File: src/rtl/uart_tx_fifo.sv
`timescale 1ns/1ps
`default_nettype none
// uart_tx_fifo: 8N1 UART transmitter fed by a small byte FIFO (valid/ready in, LSB-first serial out) -- rev 1.0

module uart_tx_fifo #(
  parameter int CLKS_PER_BIT = 10_416,
  parameter int FIFO_DEPTH   = 4
) (
  input  logic                              i_Clock,
  input  logic                              reset,
  input  logic                              i_Tx_DV,
  input  logic [7:0]                        i_Tx_Byte,
  output logic                              o_Tx_Ready,
  output logic [$clog2(FIFO_DEPTH+1)-1:0]   o_Fifo_Count,
  output logic                              o_Tx_Serial,
  output logic                              o_Tx_Active,
  output logic                              o_Tx_Done
);

  localparam int CW = $clog2(FIFO_DEPTH + 1);
  localparam int PW = $clog2(FIFO_DEPTH);
  localparam int KW = $clog2(CLKS_PER_BIT);
  localparam logic [KW-1:0] BIT_LAST = KW'(CLKS_PER_BIT - 1);
  localparam logic [CW-1:0] FULL     = CW'(FIFO_DEPTH);

  typedef enum logic [2:0] {
    IDLE    = 3'd0,
    START   = 3'd1,
    DATA    = 3'd2,
    STOP    = 3'd3,
    CLEANUP = 3'd4
  } state_t;

  logic [7:0]    mem [FIFO_DEPTH];
  logic [PW-1:0] wr_ptr;
  logic [PW-1:0] rd_ptr;
  logic [CW-1:0] count_next;
  logic          push;
  logic          pop;

  state_t        state;
  logic [KW-1:0] clk_cnt;
  logic [2:0]    bit_idx;
  logic [7:0]    shift;

  assign push = i_Tx_DV && o_Tx_Ready;
  assign pop  = (state == IDLE) && (o_Fifo_Count != '0);

  always_comb begin
    count_next = o_Fifo_Count;
    if (push && !pop)
      count_next = o_Fifo_Count + CW'(1);
    else if (pop && !push)
      count_next = o_Fifo_Count - CW'(1);
  end

  // Storage needs no reset: only entries below the count are ever read.
  always_ff @(posedge i_Clock) begin
    if (push)
      mem[wr_ptr] <= i_Tx_Byte;
  end

  // Depth is a power of two, so pointers wrap by natural overflow.
  always_ff @(posedge i_Clock) begin
    if (reset) begin
      wr_ptr       <= '0;
      rd_ptr       <= '0;
      o_Fifo_Count <= '0;
      o_Tx_Ready   <= 1'b1;
    end else begin
      if (push)
        wr_ptr <= wr_ptr + PW'(1);
      if (pop)
        rd_ptr <= rd_ptr + PW'(1);
      o_Fifo_Count <= count_next;
      o_Tx_Ready   <= (count_next != FULL);
    end
  end

  always_ff @(posedge i_Clock) begin
    if (reset) begin
      state       <= IDLE;
      clk_cnt     <= '0;
      bit_idx     <= '0;
      shift       <= '0;
      o_Tx_Serial <= 1'b1;
      o_Tx_Active <= 1'b0;
      o_Tx_Done   <= 1'b0;
    end else begin
      o_Tx_Done <= 1'b0;
      case (state)
        IDLE: begin
          o_Tx_Serial <= 1'b1;
          clk_cnt     <= '0;
          bit_idx     <= '0;
          if (pop) begin
            shift       <= mem[rd_ptr];
            o_Tx_Serial <= 1'b0;
            o_Tx_Active <= 1'b1;
            state       <= START;
          end
        end
        START: begin
          if (clk_cnt == BIT_LAST) begin
            clk_cnt     <= '0;
            o_Tx_Serial <= shift[0];
            state       <= DATA;
          end else begin
            clk_cnt <= clk_cnt + KW'(1);
          end
        end
        DATA: begin
          if (clk_cnt == BIT_LAST) begin
            clk_cnt <= '0;
            // The shift register always presents the current bit at [0].
            if (bit_idx != 3'd7) begin
              bit_idx     <= bit_idx + 3'd1;
              shift       <= {1'b0, shift[7:1]};
              o_Tx_Serial <= shift[1];
            end else begin
              bit_idx     <= '0;
              o_Tx_Serial <= 1'b1;
              state       <= STOP;
            end
          end else begin
            clk_cnt <= clk_cnt + KW'(1);
          end
        end
        STOP: begin
          if (clk_cnt == BIT_LAST) begin
            clk_cnt     <= '0;
            o_Tx_Active <= 1'b0;
            o_Tx_Done   <= 1'b1;
            state       <= CLEANUP;
          end else begin
            clk_cnt <= clk_cnt + KW'(1);
          end
        end
        CLEANUP: begin
          o_Tx_Serial <= 1'b1;
          state       <= IDLE;
        end
        default: begin
          o_Tx_Serial <= 1'b1;
          o_Tx_Active <= 1'b0;
          state       <= IDLE;
        end
      endcase
    end
  end

endmodule

`default_nettype wire
File: config.mk
export PLATFORM = sky130hd
export DESIGN_NAME = uart_tx_fifo
export DESIGN_NICKNAME = d
export VERILOG_FILES = /design/src/rtl/uart_tx_fifo.sv
export SDC_FILE = /design/constraint.sdc
export NUM_CORES = 1
export LEC_CHECK = 0
export CELL_PAD_IN_SITES_DETAIL_PLACEMENT = 0
export CELL_PAD_IN_SITES_GLOBAL_PLACEMENT = 1
export CORE_UTILIZATION = 40
export CTS_CLUSTER_DIAMETER = 100
export DETAILED_ROUTE_END_ITERATION = 7
export GPL_TIMING_DRIVEN = 1
export HOLD_SLACK_MARGIN = 0.05
export PLACE_DENSITY = 0.7
export SYNTH_ARGS = -nofsm -noshare
export SYNTH_HDL_FRONTEND = slang
export SYNTH_SLANG_ARGS = --single-unit
export TNS_END_PERCENT = 30
File: constraint.sdc
create_clock -name i_Clock -period 1.9 [get_ports i_Clock]
set_input_delay 0.57 -clock i_Clock [delete_from_list [all_inputs] [get_ports i_Clock]]
set_output_delay 0.57 -clock i_Clock [all_outputs]
set_load 0.005 [all_outputs]
==> results_tabular.tex <==
\begin{tabular}{lr}
\hline
Metric & Value \\
\hline
\multicolumn{2}{l}{\textbf{Logic synthesis}} \\
Yosys Warn Count & 0 \\
Synthesized cell area & 3320 um\^{}2 \\
Post-synth net total & 318 \\
Share of Yosys cell area claimed by the top area cell type & 0.290 \\
Cell types occupying the most area after synthesis & edfxtp\_1, dfxtp\_1, mux4\_2, ha\_1, mux2i\_1 \\
Post-synthesis register bit count & 73 \\
Cells after synthesis & 297 \\
Fraction of the yosys area taken by sequential cells & 0.537 \\
Top post-synthesis cells by count & dfxtp\_1, edfxtp\_1, nor2\_1 \\
Post-synth EDFFs & 32 \\
Post-synthesis async set-or-reset flop share & 0 \\
Number of distinct library cell variants in the gate-level netlist after synthesis & 47 \\
Most common cell in the netlist & dfxtp\_1 \\
Leading register cell type out of synthesis & dfxtp\_1 \\
Average size of a mapped cell & 11.2 um\^{}2 \\
Post-synth top area cell & edfxtp\_1 \\
\multicolumn{2}{l}{\textbf{Clocking}} \\
Count of buffers added by post-CTS timing repair for setup & 0 \\
Clock tree from TritonCTS & yes \\
Bufs on Longest Clock Path & 2 \\
Number of buffers inserted for hold repair after clock tree synthesis & 0 \\
H-Tree Level Count & 3 \\
Root Buffer & clkbuf\_8 \\
Worst-skew pair later-pin latency & 0.36 ns \\
Clk sink count & between 70 and 80 \\
TritonCTS buffer count & 9 \\
Clock slew at the register clock pins of the worst setup and hold paths & 0.09 ns \\
\multicolumn{2}{l}{\textbf{Worst setup path}} \\
Kind of end point of the critical path & flop \\
Data arrival time of the critical path & 2.08 ns \\
Worst Path Required & about 2.2 ns \\
Depth of the worst register-to-register path & 6 \\
Critical Path Start Type & flop \\
Type of the worst setup path & reg2reg \\
Critical Path Fanout Max & 8 \\
\multicolumn{2}{l}{\textbf{Power}} \\
Peak ir drop on the vdd network & 0.628 mV \\
Static leakage & 0.00158 uW \\
Power density cells & around 1100 nW/um\^{}2 \\
Final total power & 4720 uW \\
\multicolumn{2}{l}{\textbf{Global routing}} \\
Wire length of the first global-routing pass & 10900 um \\
Global-route usage over all layers & 0.166 \\
Global-route congestion overflow total & 0 \\
Antenna violations before repair & 0 \\
Vias in the first global route & 2251 \\
Pin count of the biggest net entering global routing & 19 \\
\multicolumn{2}{l}{\textbf{Cells and area}} \\
Number of fill cells in the layout & 705 \\
Final Cell Area & around 4100 um\^{}2 \\
Layout-stage area growth over the synthesis result & 24.3\% \\
Final-stage net count & 367 \\
Antenna Cells & 0 \\
Share of post-route cells with drive strength above 1 & 0.234 \\
\multicolumn{2}{l}{\textbf{Timing}} \\
Post-layout minimum cycle time & between 1.5 and 2 ns \\
Unrepaired setup endpoints after global routing & yes \\
Setup\_tns & 0 ns \\
Highest achievable clock rate & around 0.55 GHz \\
Final number of max-transition violations & 0 \\
Setup clock skew after layout & around 0.011 ns \\
Period utilization & 0.965 \\
Setup violations, final & 0 \\
Minimum hold slack & 0.496 ns \\
Transition time at the pin with the least slew margin & about 0.66 ns \\
Hold Fails Final Rpt & 0 \\
Slew margin rel. & 0.558 \\
\multicolumn{2}{l}{\textbf{Detailed routing}} \\
Number of routed nets with antenna violations & 0 \\
Total wire length after detailed routing & roughly 6500 um \\
Pre-antenna DRT Iters & 4 \\
Vias & 2331 \\
Vias per inst & 5.15 \\
Number of violations reported at the end of detailed-routing iteration 0 & 99 \\
Routed wire length per instance & 14.3 um \\
Count of unresolved DRC violations after routing & 0 \\
\multicolumn{2}{l}{\textbf{Floorplanning}} \\
Area of the die & 8660 um\^{}2 \\
Count of boundary I/O pins & 18 \\
Initial core utilization & 0.421 \\
Die Y-Extent & $\sim$93 um \\
Core region area & 7890 um\^{}2 \\
Row count & 32 \\
Overall die width & 93.1 um \\
\multicolumn{2}{l}{\textbf{Placed design}} \\
Area after detailed placement & 3870 um\^{}2 \\
Count of port buffers added during placement & 17 \\
DP HPWL & between 4000 and 5000 um \\
GPL Wtd Cong & 0.758 \\
\multicolumn{2}{l}{\textbf{Worst hold path}} \\
Hold path depth & 2 \\
Kind of path behind the tightest hold check & reg2reg \\
\multicolumn{2}{l}{\textbf{Outcome}} \\
Result of the run & completed \\
\multicolumn{2}{l}{\textbf{Flow run}} \\
Number of max-cap violations & 0 \\
\hline
\end{tabular}
cells by family (layout without fill, tap and decap cells):
logic type,after synthesis,in the layout,synth area share
buf+inv,23,77,0.0294
compound gates,48,48,0.0868
fa+ha+maj,11,11,0.0407
simple gates,108,108,0.172
mux,28,28,0.118
xor+xnor,6,6,0.0158
flops,73,73,0.537
flip-flops by register name (all words and copies together) (netlist names), 2 cells and up, named ones only:
signal,flops
state,3
o_Fifo_Count,3
wr_ptr,2
clk_cnt,14
mem,32
bit_idx,3
shift,8
rd_ptr,2
repair_timing:
action	4_1_cts	5_1_grt
setup endpoints to repair	3	16
cloned	0	0
pin swaps	0	1
gates resized for setup	3	11
routing by layer:
layer / track usage / vias to the layer above / routed length (um)
met5: 0 / - / 0
met4: 0.0744 / 0 / 127
met3: 0.0472 / 13 / 230
met2: 0.264 / 37 / 3000
met1: 0.209 / 1081 / 3110
li1: - / 1200 / -
area by class of cell:
cell class / count / area [um^2] / share of cell area
Inverter: 8 / 30.0 / 0.00728
Clock buffer: 9 / 124 / 0.0300
Timing Repair Buffer: 53 / 499 / 0.121
Multi-Input combinational cell: 201 / 1470 / 0.356
Clock inverter: 7 / 85.1 / 0.0206
Sequential cell: 73 / 1790 / 0.434
Tap cell: 102 / 128 / 0.0309
power by group:
group,total [uW],internal (uW),switching [uW]
Combinational,1440,759,683
Clock,1270,631,640
Sequential,2010,1880,126
worst max-delay path, cell delays in order (launching register included):
cell and delay [ns]:
dfxtp_2 0.34, or4b_4 0.52, nor4_4 0.24, buf_6 0.20, mux2_4 0.30, nand2_1 0.07, a21oi_1 0.05
placed cells by master, fill, tap and decap left out, types with 7 or more instances in the layout:
master | synthesis | layout
ha_1 | 10 | 10
clkdlybuf4s50_1 | 0 | 15
o21ai_0 | 13 | 13
clkbuf_8 | 0 | 9
nand3_1 | 12 | 12
buf_4 | 0 | 31
edfxtp_1 | 32 | 32
mux2i_1 | 11 | 11
inv_1 | 8 | 8
mux4_2 | 8 | 8
mux2_2 | 9 | 7
nand2_1 | 25 | 25
nor4_1 | 8 | 7
dfxtp_1 | 41 | 36
and3_1 | 8 | 8
a21oi_1 | 20 | 20
nor2_1 | 27 | 26
worst paths after layout:
check / from / end / slack (ns)
setup / recovery: clk_cnt[9] / bit_idx[0] / 0.07
hold / removal: shift[3] / shift[3] / 0.50
hold reg to reg: shift[3] / shift[3] / 0.50
setup reg to reg: clk_cnt[9] / bit_idx[0] / 0.07
through the flow:
stage               std cells  setup WS [ns]  utilization
finish                    453         0.0662        0.523
global route              453        -0.0242        0.523
CTS                       453       -0.00392        0.518
detailed placement        437        -0.0273        0.491
global placement          437       -0.00548        0.491
floorplan                 297        -0.0374            -
Note: power is estimated with default switching activity, not from simulation.
